File: src/rtl/shift_rows_stream.sv
// ShiftRows / InvShiftRows stage for Rijndael states of 4, 6 or 8 columns.
// The rotated state is captured into a 2-entry skid buffer behind a valid/ready handshake.
module shift_rows_stream #(
    parameter int NB    = 4,
    parameter int TAG_W = 4
) (
    input  logic                clk,
    input  logic                rst,
    input  logic                in_valid,
    output logic                in_ready,
    input  logic [32*NB-1:0]    in_data,
    input  logic                in_inv,
    input  logic [TAG_W-1:0]    in_tag,
    output logic                out_valid,
    input  logic                out_ready,
    output logic [32*NB-1:0]    out_data,
    output logic [TAG_W-1:0]    out_tag,
    output logic [1:0]          occupancy
);

    localparam int W = 32 * NB;

    if (NB != 4 && NB != 6 && NB != 8) begin : g_bad_nb
        $error("shift_rows_stream: NB must be 4, 6 or 8");
    end

    typedef enum logic [1:0] {
        S_EMPTY = 2'd0,
        S_ONE   = 2'd1,
        S_FULL  = 2'd2
    } state_t;

    state_t             r_state;
    state_t             w_state_nxt;
    logic [W-1:0]       r_main_data;
    logic [TAG_W-1:0]   r_main_tag;
    logic [W-1:0]       r_skid_data;
    logic [TAG_W-1:0]   r_skid_tag;
    logic [W-1:0]       w_rot;
    logic               w_in_fire;
    logic               w_out_fire;
    logic               w_ld_main_in;
    logic               w_ld_main_skid;
    logic               w_ld_skid;

    // Rijndael widens the row-2/3 offsets by one for 8-column blocks.
    function automatic int row_shift(input int r);
        return (NB == 8 && r >= 2) ? r + 1 : r;
    endfunction

    // Inverse source index adds NB before the modulo so it never goes negative.
    always_comb begin
        w_rot = '0;
        for (int c = 0; c < NB; c++) begin
            for (int r = 0; r < 4; r++) begin
                if (in_inv)
                    w_rot[32*c+8*r +: 8] = in_data[32*((c - row_shift(r) + NB) % NB) + 8*r +: 8];
                else
                    w_rot[32*c+8*r +: 8] = in_data[32*((c + row_shift(r)) % NB) + 8*r +: 8];
            end
        end
    end

    assign out_valid  = (r_state != S_EMPTY);
    assign in_ready   = (r_state != S_FULL) & ~rst;
    assign w_in_fire  = in_valid & in_ready;
    assign w_out_fire = out_valid & out_ready;
    assign out_data   = r_main_data;
    assign out_tag    = r_main_tag;

    always_comb begin
        w_state_nxt    = r_state;
        w_ld_main_in   = 1'b0;
        w_ld_main_skid = 1'b0;
        w_ld_skid      = 1'b0;
        occupancy      = 2'd0;
        case (r_state)
            S_EMPTY: begin
                if (w_in_fire) begin
                    w_state_nxt  = S_ONE;
                    w_ld_main_in = 1'b1;
                end
            end
            S_ONE: begin
                occupancy = 2'd1;
                if (w_in_fire && w_out_fire) begin
                    w_ld_main_in = 1'b1;
                end else if (w_in_fire) begin
                    w_state_nxt = S_FULL;
                    w_ld_skid   = 1'b1;
                end else if (w_out_fire) begin
                    w_state_nxt = S_EMPTY;
                end
            end
            S_FULL: begin
                occupancy = 2'd2;
                if (w_out_fire) begin
                    w_state_nxt    = S_ONE;
                    w_ld_main_skid = 1'b1;
                end
            end
            default: w_state_nxt = S_EMPTY;
        endcase
    end

    always_ff @(posedge clk or posedge rst) begin
        if (rst) begin
            r_state     <= S_EMPTY;
            r_main_data <= '0;
            r_main_tag  <= '0;
            r_skid_data <= '0;
            r_skid_tag  <= '0;
        end else begin
            r_state <= w_state_nxt;
            if (w_ld_main_in) begin
                r_main_data <= w_rot;
                r_main_tag  <= in_tag;
            end else if (w_ld_main_skid) begin
                r_main_data <= r_skid_data;
                r_main_tag  <= r_skid_tag;
            end
            if (w_ld_skid) begin
                r_skid_data <= w_rot;
                r_skid_tag  <= in_tag;
            end
        end
    end

endmodule
File: config.mk
export PLATFORM = sky130hd
export DESIGN_NAME = shift_rows_stream
export DESIGN_NICKNAME = d
export VERILOG_FILES = /design/src/rtl/shift_rows_stream.sv
export SDC_FILE = /design/constraint.sdc
export NUM_CORES = 1
export LEC_CHECK = 0
export ABC_AREA = 1
export BUFFER_PORTS_ARGS = -buffer_cell sky130_fd_sc_hd__buf_2
export CAP_MARGIN = 5
export CORE_MARGIN = 2
export CORE_UTILIZATION = 40
export DETAILED_ROUTE_END_ITERATION = 10
export HOLD_SLACK_MARGIN = 0.1
export PLACE_DENSITY = 0.59
export SYNTH_ARGS = -nofsm -noshare
export SYNTH_HDL_FRONTEND = slang
export SYNTH_SLANG_ARGS = --single-unit
File: constraint.sdc
create_clock -name clk -period 20.9 [get_ports clk]
set_input_delay 4.18 -clock clk [delete_from_list [all_inputs] [get_ports clk]]
set_output_delay 4.18 -clock clk [all_outputs]
set_load 0.005 [all_outputs]
==> results of run 1 <==
==> layer usage <==
layer / track usage [%] / part of all wire (%) / vias to the layer above
met1: 31.1 / 45 / 5874
met2: 38.6 / 46 / 365
met3: 4.98 / 6.6 / 61
met4: 5.48 / 2.1 / 16
met5: 0 / 0.22 / -
li1: - / - / 6236
==> how the worst min path moves through the flow <==
stage | to | from | cells after the start
3_5_place_dp | r_skid_data[47] | r_skid_data[47] | 2
3_3_place_gp | r_skid_data[74] | r_skid_data[74] | 2
4_1_cts | r_skid_data[47] | r_skid_data[47] | 2
2_1_floorplan | r_skid_data[0] | r_skid_data[0] | 2
6_report | r_skid_data[48] | r_skid_data[48] | 2
5_1_grt | r_skid_data[113] | r_skid_data[113] | 2
==> power by group through the flow <==
stage,Clock (uW),Combinational (uW),Sequential [uW]
floorplan,0,201,755
global placement,0,343,756
detailed placement,0,350,762
CTS,522,352,754
global route,543,399,775
finish,508,343,755
==> worst max-delay path: stages <==
cell,delay [ns]
buf_2,0.13
inv_8,0.40
nand2_1,0.15
inv_1,0.07
buf_2,0.10
==> area by class of cell <==
| cell class | count | area, um^2 | area share [%] |
|---|---|---|---|
| well taps | 448 | 561 | 3.52 |
| clock inverters | 7 | 35.0 | 0.220 |
| repair buffers | 286 | 1470 | 9.23 |
| diodes | 8 | 20.0 | 0.126 |
| flip-flops and latches | 266 | 6660 | 41.8 |
| clock buffers | 47 | 906 | 5.69 |
| inverters | 206 | 786 | 4.94 |
| multi-input cells | 1332 | 5480 | 34.4 |
==> stage by stage <==
stage / cells / utilization [%] / power, uW / worst slack (ns)
CTS: 2592 / 47.6 / 1630 / 11.58
global placement: 2538 / 44.8 / 1100 / 11.60
floorplan: 1930 / - / 956 / 6.46
detailed placement: 2538 / 44.8 / 1110 / 11.58
finish: 2600 / 47.7 / 1610 / 11.61
global route: 2596 / 47.6 / 1720 / 11.48
==> registers in the layout, indices dropped and copies added, names as in the netlist <==
register     count
out_data       128
r_skid_data    128
out_tag          4
r_skid_tag       4
r_state          2
==> logic make-up (layout without fill, tap and decap cells) <==
logic type	after synthesis	after routing	share of synthesized area (%)
buffers and inverters	332	546	10.2
other	0	8	0
AND/OR/NAND/NOR	1134	1134	33.2
AO/OA/AOI/OAI	198	198	7.34
flip-flops	266	266	49.3
==> cells in the final DEF, fill, tap and decap left out, drive strengths merged <==
master	n
nand2	995
diode	8
nand3	133
clkinv	7
dfrtp	266
buf	286
inv	206
o21ai	198
clkbuf	47
nor2	6
==> results.tsv, run 1 <==
metric	value	unit
die area	0.0352	mm^2
Cell Rows	67	
GRT Residual Overflow	0	
port bufs	272	
Die X	188	um
Reg2Reg Launch Point	r_state[1]	
via count	12600	
# clock sinks	266	
Seq/Total Area, Yosys	49.3	%
setup repair bufs after CTS	0	
Final TNS setup	0	ns
most frequent cell after synthesis	nand2_1	
dpl hpwl	24300	um
synth warn	0	
worst reg2reg path depth	8	
critical path type	in2out	
Synthesized Nets	2067	
run status	completed	
Starting Density	40.5	%
largest net degree at the start of global routing	109	
Iter 0 DRT Violations	908	
Post-synth EDFFs	0	
CTS tree	done	
Reg clk slew, reported paths	0.06	ns
CP Capture Point	in_ready	
WP data arrival	5.11	ns
final net count	2259	
RSZ-0062 raised after global routing	no	
sw power	503	uW
Yosys cell types	17	
first-pass GRT wire length	66500	um
main area contributors after synthesis	dfrtp_1, nand2_1, o21ai_0	
worst hold path type	reg2reg	
clock power share	31.6	%
Syn Area/Cell	6.99	um^2
Critical path origin	rst	
Routed WL	40800	um
DRC Markers	0	
Vias per Instance	4.83	
latest clock arrival within the worst-skew pair	0.55	ns
Final Cycle Share	44.5	%
Die Y-Extent	188	um
share of layout cells above drive strength 1	16.1	%
Period minus WS final	9.29	ns
Finish-stage setup viols	0	
Worst setup EP type	output port	
Final Max Tran Viols	0	
Final Cell Area	0.0159	mm^2
Switching Fraction	31.3	%
worst reg-to-reg setup slack	16.86	ns
number of synthesized register bits	266	
Clock Path Buffers	3	
IO Count	273	
routed length per placed instance	15.7	um
leakage power	0.00881	uW
cells after synthesis	1930	
Worst Hold Margin	0.469	ns
gr usage total	23.2	%
Seq pwr share	47.0	%
Crit path required time	16.72	ns
biggest area consumer among synthesized cells	dfrtp_1	
RD Place Congestion	0.795	
Fill cells	3482	
measured slew at the worst slew-check pin	1.07	ns
top cell type's share of synthesized area	49.3	%
drt first pass iters	5	
Slew HR	28.7	%
H-tree lvl count	1	
power per cell area	101	mW/mm^2
ys async rst share	100	%
Max Cap Viol	0	
root buf cell	clkbuf_16	
Core Footprint	0.0334	mm^2
fmax	108	MHz
Main synth FF type	dfrtp_1	
Commonest cells post-synth	nand2_1, dfrtp_1, inv_1	
Critical Path Start Type	input pin	
Clock Skews	0.00899	ns
post_cts resized	0	
internal power	1100	uW
antenna violations before repair	16	
synthesized area	0.0135	mm^2
remaining antenna violation count	0	
vias in the first global route	12100	
Inserted Clock Buffers	30	
Worst VDD drop	0.0686	mV
P&R area growth vs syn	17.9	%
reg2reg end	out_data[60]	
Post-CTS Hold Buffers	0	
placed cell area	0.0149	mm^2
Comb pwr share	21.4	%
Final Hold Viols	0	
crit path max fanout	77	
(Power assumes the default switching activity.)
==> run 2: changes to the inputs <==
--- a/config.mk
+++ b/config.mk
@@ -5,14 +5,14 @@
 export SDC_FILE = /design/constraint.sdc
 export NUM_CORES = 1
 export LEC_CHECK = 0
-export ABC_AREA = 1
+export ABC_AREA = 0
 export BUFFER_PORTS_ARGS = -buffer_cell sky130_fd_sc_hd__buf_2
 export CAP_MARGIN = 5
 export CORE_MARGIN = 2
 export CORE_UTILIZATION = 40
 export DETAILED_ROUTE_END_ITERATION = 10
 export HOLD_SLACK_MARGIN = 0.1
-export PLACE_DENSITY = 0.59
+export PLACE_DENSITY = 0.6
 export SYNTH_ARGS = -nofsm -noshare
 export SYNTH_HDL_FRONTEND = slang
 export SYNTH_SLANG_ARGS = --single-unit
==> constraint.sdc (replaced) <==
create_clock -name clk -period 8.6 [get_ports clk]
set_input_delay 1.72 -clock clk [delete_from_list [all_inputs] [get_ports clk]]
set_output_delay 1.72 -clock clk [all_outputs]
set_load 0.005 [all_outputs]
==> run 2 against run 1 <==
Setup slack worse by 6.8 ns. Die area down 8.7%. Cell count fell by 41%. Power increased to 2.7 times the previous value. Count of clock-buffer cells in the layout fell by 3. Clock power rose to 2.8 times the previous value. Critical path depth fell by 2. Register-to-register slack worse by 11 ns. Critical endpoint unchanged.
==> results.tsv, run 2 <==
metric	value	unit
run status	completed	
Critical Path Start Type	input pin	
CP dominant cell by count	buf_2	
Final Max Tran Viols	0	
Final Hold Viols	0	
DRC Markers	0	
cells after synthesis	836	
Worst setup EP type	output port	
Reg clk slew, reported paths	0.06	ns
measured slew at the worst slew-check pin	0.978	ns
RD Place Congestion	0.736	
most common cell after layout, fill and taps aside	buf_2	
crit path max fanout	4	
P&R area growth vs syn	23.0	%
Iter 0 DRT Violations	210	
Fill cells	2751	
Commonest cells post-synth	dfrtp_1, mux2i_1, mux2_2	
RSZ-0062 raised after global routing	no	
Inserted Clock Buffers	30	
Seq/Total Area, Yosys	54.1	%
largest net degree at the start of global routing	76	
Vias per Instance	4.83	
Post-synth EDFFs	0	
Critical Path Max Stage Delay	0.13	ns
gr usage total	16.3	%
Main synth FF type	dfrtp_1	
most frequent cell after synthesis	dfrtp_1	
Yosys cell types	22	
top cell type's share of synthesized area	54.1	%
Clock Skews	0.0136	ns
remaining antenna violation count	0	
# clock sinks	266	
IO Count	273	
WP buf/inv	2	
Finish-stage setup viols	0	
Worst VDD drop	0.162	mV
ys async rst share	100	%
Max Cap Viol	0	
first-pass GRT wire length	41800	um
Synthesized Nets	973	
GRT Residual Overflow	0	
Clock Path Buffers	3	
critical path type	in2out	
worst hold path type	reg2reg	
Post-CTS Hold Buffers	0	
power per cell area	285	mW/mm^2
post-placement cell count	1466	
Syn Area/Cell	14.7	um^2
leakage power	0.00765	uW
Core Footprint	0.0304	mm^2
number of synthesized register bits	266	
final net count	1239	
hold depth	1	
synth warn	0	
Crit path required time	6.88	ns
biggest area consumer among synthesized cells	dfrtp_1	
H-tree lvl count	1	
post_cts resized	0	
CP top delay family	buffers and inverters	
Routed WL	27000	um
Worst path depth	3	
main area contributors after synthesis	dfrtp_1, mux2_2, mux2i_1	
Period minus WS final	3.78	ns
CTS tree	done	
register area	0.00666	mm^2
fmax	265	MHz
Die X	179	um
dpl hpwl	18000	um
die area	0.0322	mm^2
slowest CP cell	buf_2	
area of the multi-input gates	0.00519	mm^2
worst reg2reg path depth	4	
via count	7372	
drt first pass iters	4	
WP data arrival	2.06	ns
setup repair bufs after CTS	0	
port bufs	272	
Reg2Reg Launch Point	r_state[1]	
Critical path origin	rst	
Slew HR	34.8	%
Starting Density	40.4	%
synthesized area	0.0123	mm^2
cell breakdown of the critical path	buf_2, nor2_1, buf_2	
hold_sp	r_skid_data[107]	
Cell Rows	64	
latest clock arrival within the worst-skew pair	0.55	ns
count of non-filler cells in the finished layout	1526	
share of layout cells above drive strength 1	48.0	%
Final Cycle Share	43.9	%
Die Y-Extent	179	um
vias in the first global route	7616	
commonest non-fill, non-tap cells in the layout	buf_2, dfrtp_1, mux2i_1	
root buf cell	clkbuf_16	
antenna violations before repair	7	
routed length per placed instance	17.7	um
Final TNS setup	0	ns
run 2: routing by layer:
layer,share of wire [%],up-vias,track usage (%)
li1,-,3492,-
met2,45,189,25.3
met5,0.13,-,0
met3,8.3,37,5.59
met4,1.6,6,3.83
met1,45,3648,22.2
run 2: cells by family after synthesis:
group / after synthesis / synth area share, %
AOI/OAI and AO/OA: 3 / 0.153
buffers and inverters: 96 / 3.82
and+or+nand+nor: 10 / 0.682
muxes: 461 / 41.2
DFF: 266 / 54.1
run 2: final timing paths:
kind | to | slack (ns)
min in group asynchronous | out_data[113] | 1.39
worst min register to register | r_skid_data[107] | 0.48
max in group asynchronous | out_data[14] | 5.82
worst max-delay path | in_ready | 4.82
worst min-delay path | r_skid_data[107] | 0.48
worst max register to register | out_data[80] | 5.78
run 2: worst register-to-register path, cell delays in order, from the launching register on:
cell     delay, ns
dfrtp_1       0.55
nor3b_2       0.15
nand2_8       0.52
buf_4         1.01
mux2_2        0.47
run 2: layout make-up:
class	count	share of cell area (%)
Antenna cell	4	0.0662
Clock inverter	12	1.44
Sequential cell	266	44.0
Timing Repair Buffer	284	9.61
Inverter	46	1.17
Tap cell	396	3.28
Clock buffer	44	6.11
Multi-Input combinational cell	474	34.3
run 2: through the flow:
step | hold WS [ns] | util (%) | total power (uW) | setup slack, ns | instance area, um^2
after global placement | 0.466 | 45.9 | 2870 | 4.32 | 14000
final | 0.480 | 49.7 | 4310 | 4.82 | 15100
after detailed placement | 0.471 | 45.9 | 2910 | 4.29 | 14000
after floorplan | 0.454 | - | 2510 | 3.37 | 12300
after global routing | 0.497 | 49.7 | 4580 | 4.78 | 15100
after CTS | 0.484 | 49.7 | 4370 | 4.82 | 15100
run 2: power by group:
group / switching (uW) / leakage, uW / internal [uW]
Combinational: 397 / 0.00396 / 569
Sequential: 208 / 0.00313 / 1690
Clock: 520 / 0.000554 / 921
==> run 3: changes to the inputs <==
==> constraint.sdc (replaced) <==
create_clock -name clk -period 3.5 [get_ports clk]
set_input_delay 0.7 -clock clk [delete_from_list [all_inputs] [get_ports clk]]
set_output_delay 0.7 -clock clk [all_outputs]
set_load 0.005 [all_outputs]
==> run 3 against run 2 <==
Worst hold slack got worse by 0.23 ns. Clock skew is 0.0065 ns lower. Sequential power up 150%. Register-to-register slack got worse by 4.3 ns. Sequential share of layout area down 0.14 points. Die area is the same.
==> results.tsv, run 3 (synthesized netlist as in run 2, its figures left out) <==
metric	value	unit
run status	completed	
total power	10300	uW
crit path max fanout	8	
Worst VDD drop	0.451	mV
drt first pass iters	4	
Worst setup EP type	output port	
Clock Skews	0.00711	ns
setup repair bufs after CTS	0	
leakage power	0.00768	uW
Slew HR	58.8	%
dpl hpwl	17800	um
Max Cap Viol	0	
Die X	179	um
WP data arrival	1.55	ns
commonest non-fill, non-tap cells in the layout	buf_2, dfrtp_1, mux2i_1	
worst hold path type	in2async	
post_cts resized	0	
vias in the first global route	7691	
Final TNS setup	0	ns
Period minus WS final	2.25	ns
Reg2Reg Launch Point	r_state[1]	
Vias per Instance	4.91	
die area	0.0322	mm^2
Final Max Tran Viols	0	
routed length per placed instance	17.7	um
remaining antenna violation count	0	
GRT Residual Overflow	0	
worst slack at placement	1.12	ns
Routed WL	27000	um
Critical Path Start Type	flip-flop	
Crit path required time	2.80	ns
RD Place Congestion	0.738	
Iter 0 DRT Violations	274	
antenna violations before repair	5	
Post-CTS Hold Buffers	0	
# clock sinks	266	
CTS tree	done	
gr usage total	16.6	%
via count	7498	
Die Y-Extent	179	um
Core Footprint	0.0304	mm^2
most common cell after layout, fill and taps aside	buf_2	
Final Hold Viols	0	
Critical path origin	r_state[1]	
Reg clk slew, reported paths	0.06	ns
latest clock arrival within the worst-skew pair	0.54	ns
Final Util	49.9	%
first-pass GRT wire length	42200	um
port bufs	272	
largest net degree at the start of global routing	79	
Final Cycle Share	64.1	%
Starting Density	40.4	%
RSZ-0062 raised after global routing	no	
Finish-stage setup viols	0	
H-tree lvl count	1	
Final Worst Setup Slack	1.25	ns
measured slew at the worst slew-check pin	0.617	ns
final net count	1244	
DRC Markers	0	
Inserted Clock Buffers	31	
critical path type	reg2out	
root buf cell	clkbuf_16	
fmax	445	MHz
P&R area growth vs syn	23.4	%
Cell Rows	64	
Clock Path Buffers	3	
IO Count	273	
Fill cells	2776	
share of layout cells above drive strength 1	47.8	%
power per cell area	678	mW/mm^2
## run 3: per-layer routing
layer	GRT usage, %	part of all wire, %	up-vias
met5	0	0.15	-
met4	4.13	1.7	6
met3	5.44	8.4	43
met2	25.9	45	200
met1	22.4	45	3727
li1	-	-	3522
## run 3: path summary, 6_finish.rpt
path                                     to  slack (ns)  cells after the start
max                                in_ready        1.25                      3
min                              r_state[0]        0.25                      2
max reg2reg                     out_data[2]        1.46                      4
min reg2reg                 r_skid_data[94]        0.48                      1
max in group asynchronous   r_skid_data[74]        2.41                      3
min in group clk           r_skid_data[103]        0.38                      2
## run 3: layout make-up
type                            instances  area [um^2]  share of cell area (%)
Antenna cell                            4         10.0                  0.0660
Tap cell                              396          495                    3.27
Clock buffer                           44          895                    5.90
Inverter                               46          176                    1.16
Timing Repair Buffer                  288         1620                    10.7
Clock inverter                         10          129                   0.849
Sequential cell                       266         6660                    43.9
Multi-Input combinational cell        474         5190                    34.2
## run 3: metrics by stage
stage                     std cells  instance area [um^2]  hold WS [ns]
final                          1528                 15200         0.255
after global routing           1525                 15200         0.280
after CTS                      1524                 15200         0.254
after detailed placement       1470                 14100         0.472
after global placement         1470                 14100         0.464
after floorplan                 836                 12300         0.454
## run 3: report_power, final
group / leakage [uW] / total [uW] / internal [uW] / switching [uW]
clock network: 0.000509 / 3230 / 1980 / 1250
registers: 0.00313 / 4680 / 4160 / 529
logic: 0.00403 / 2380 / 1410 / 964
## run 3: critical path, stage by stage, from the launching register on
cell	delay (ns)
dfrtp_1	0.55
nor2b_1	0.27
nor2_1	0.06
buf_2	0.12
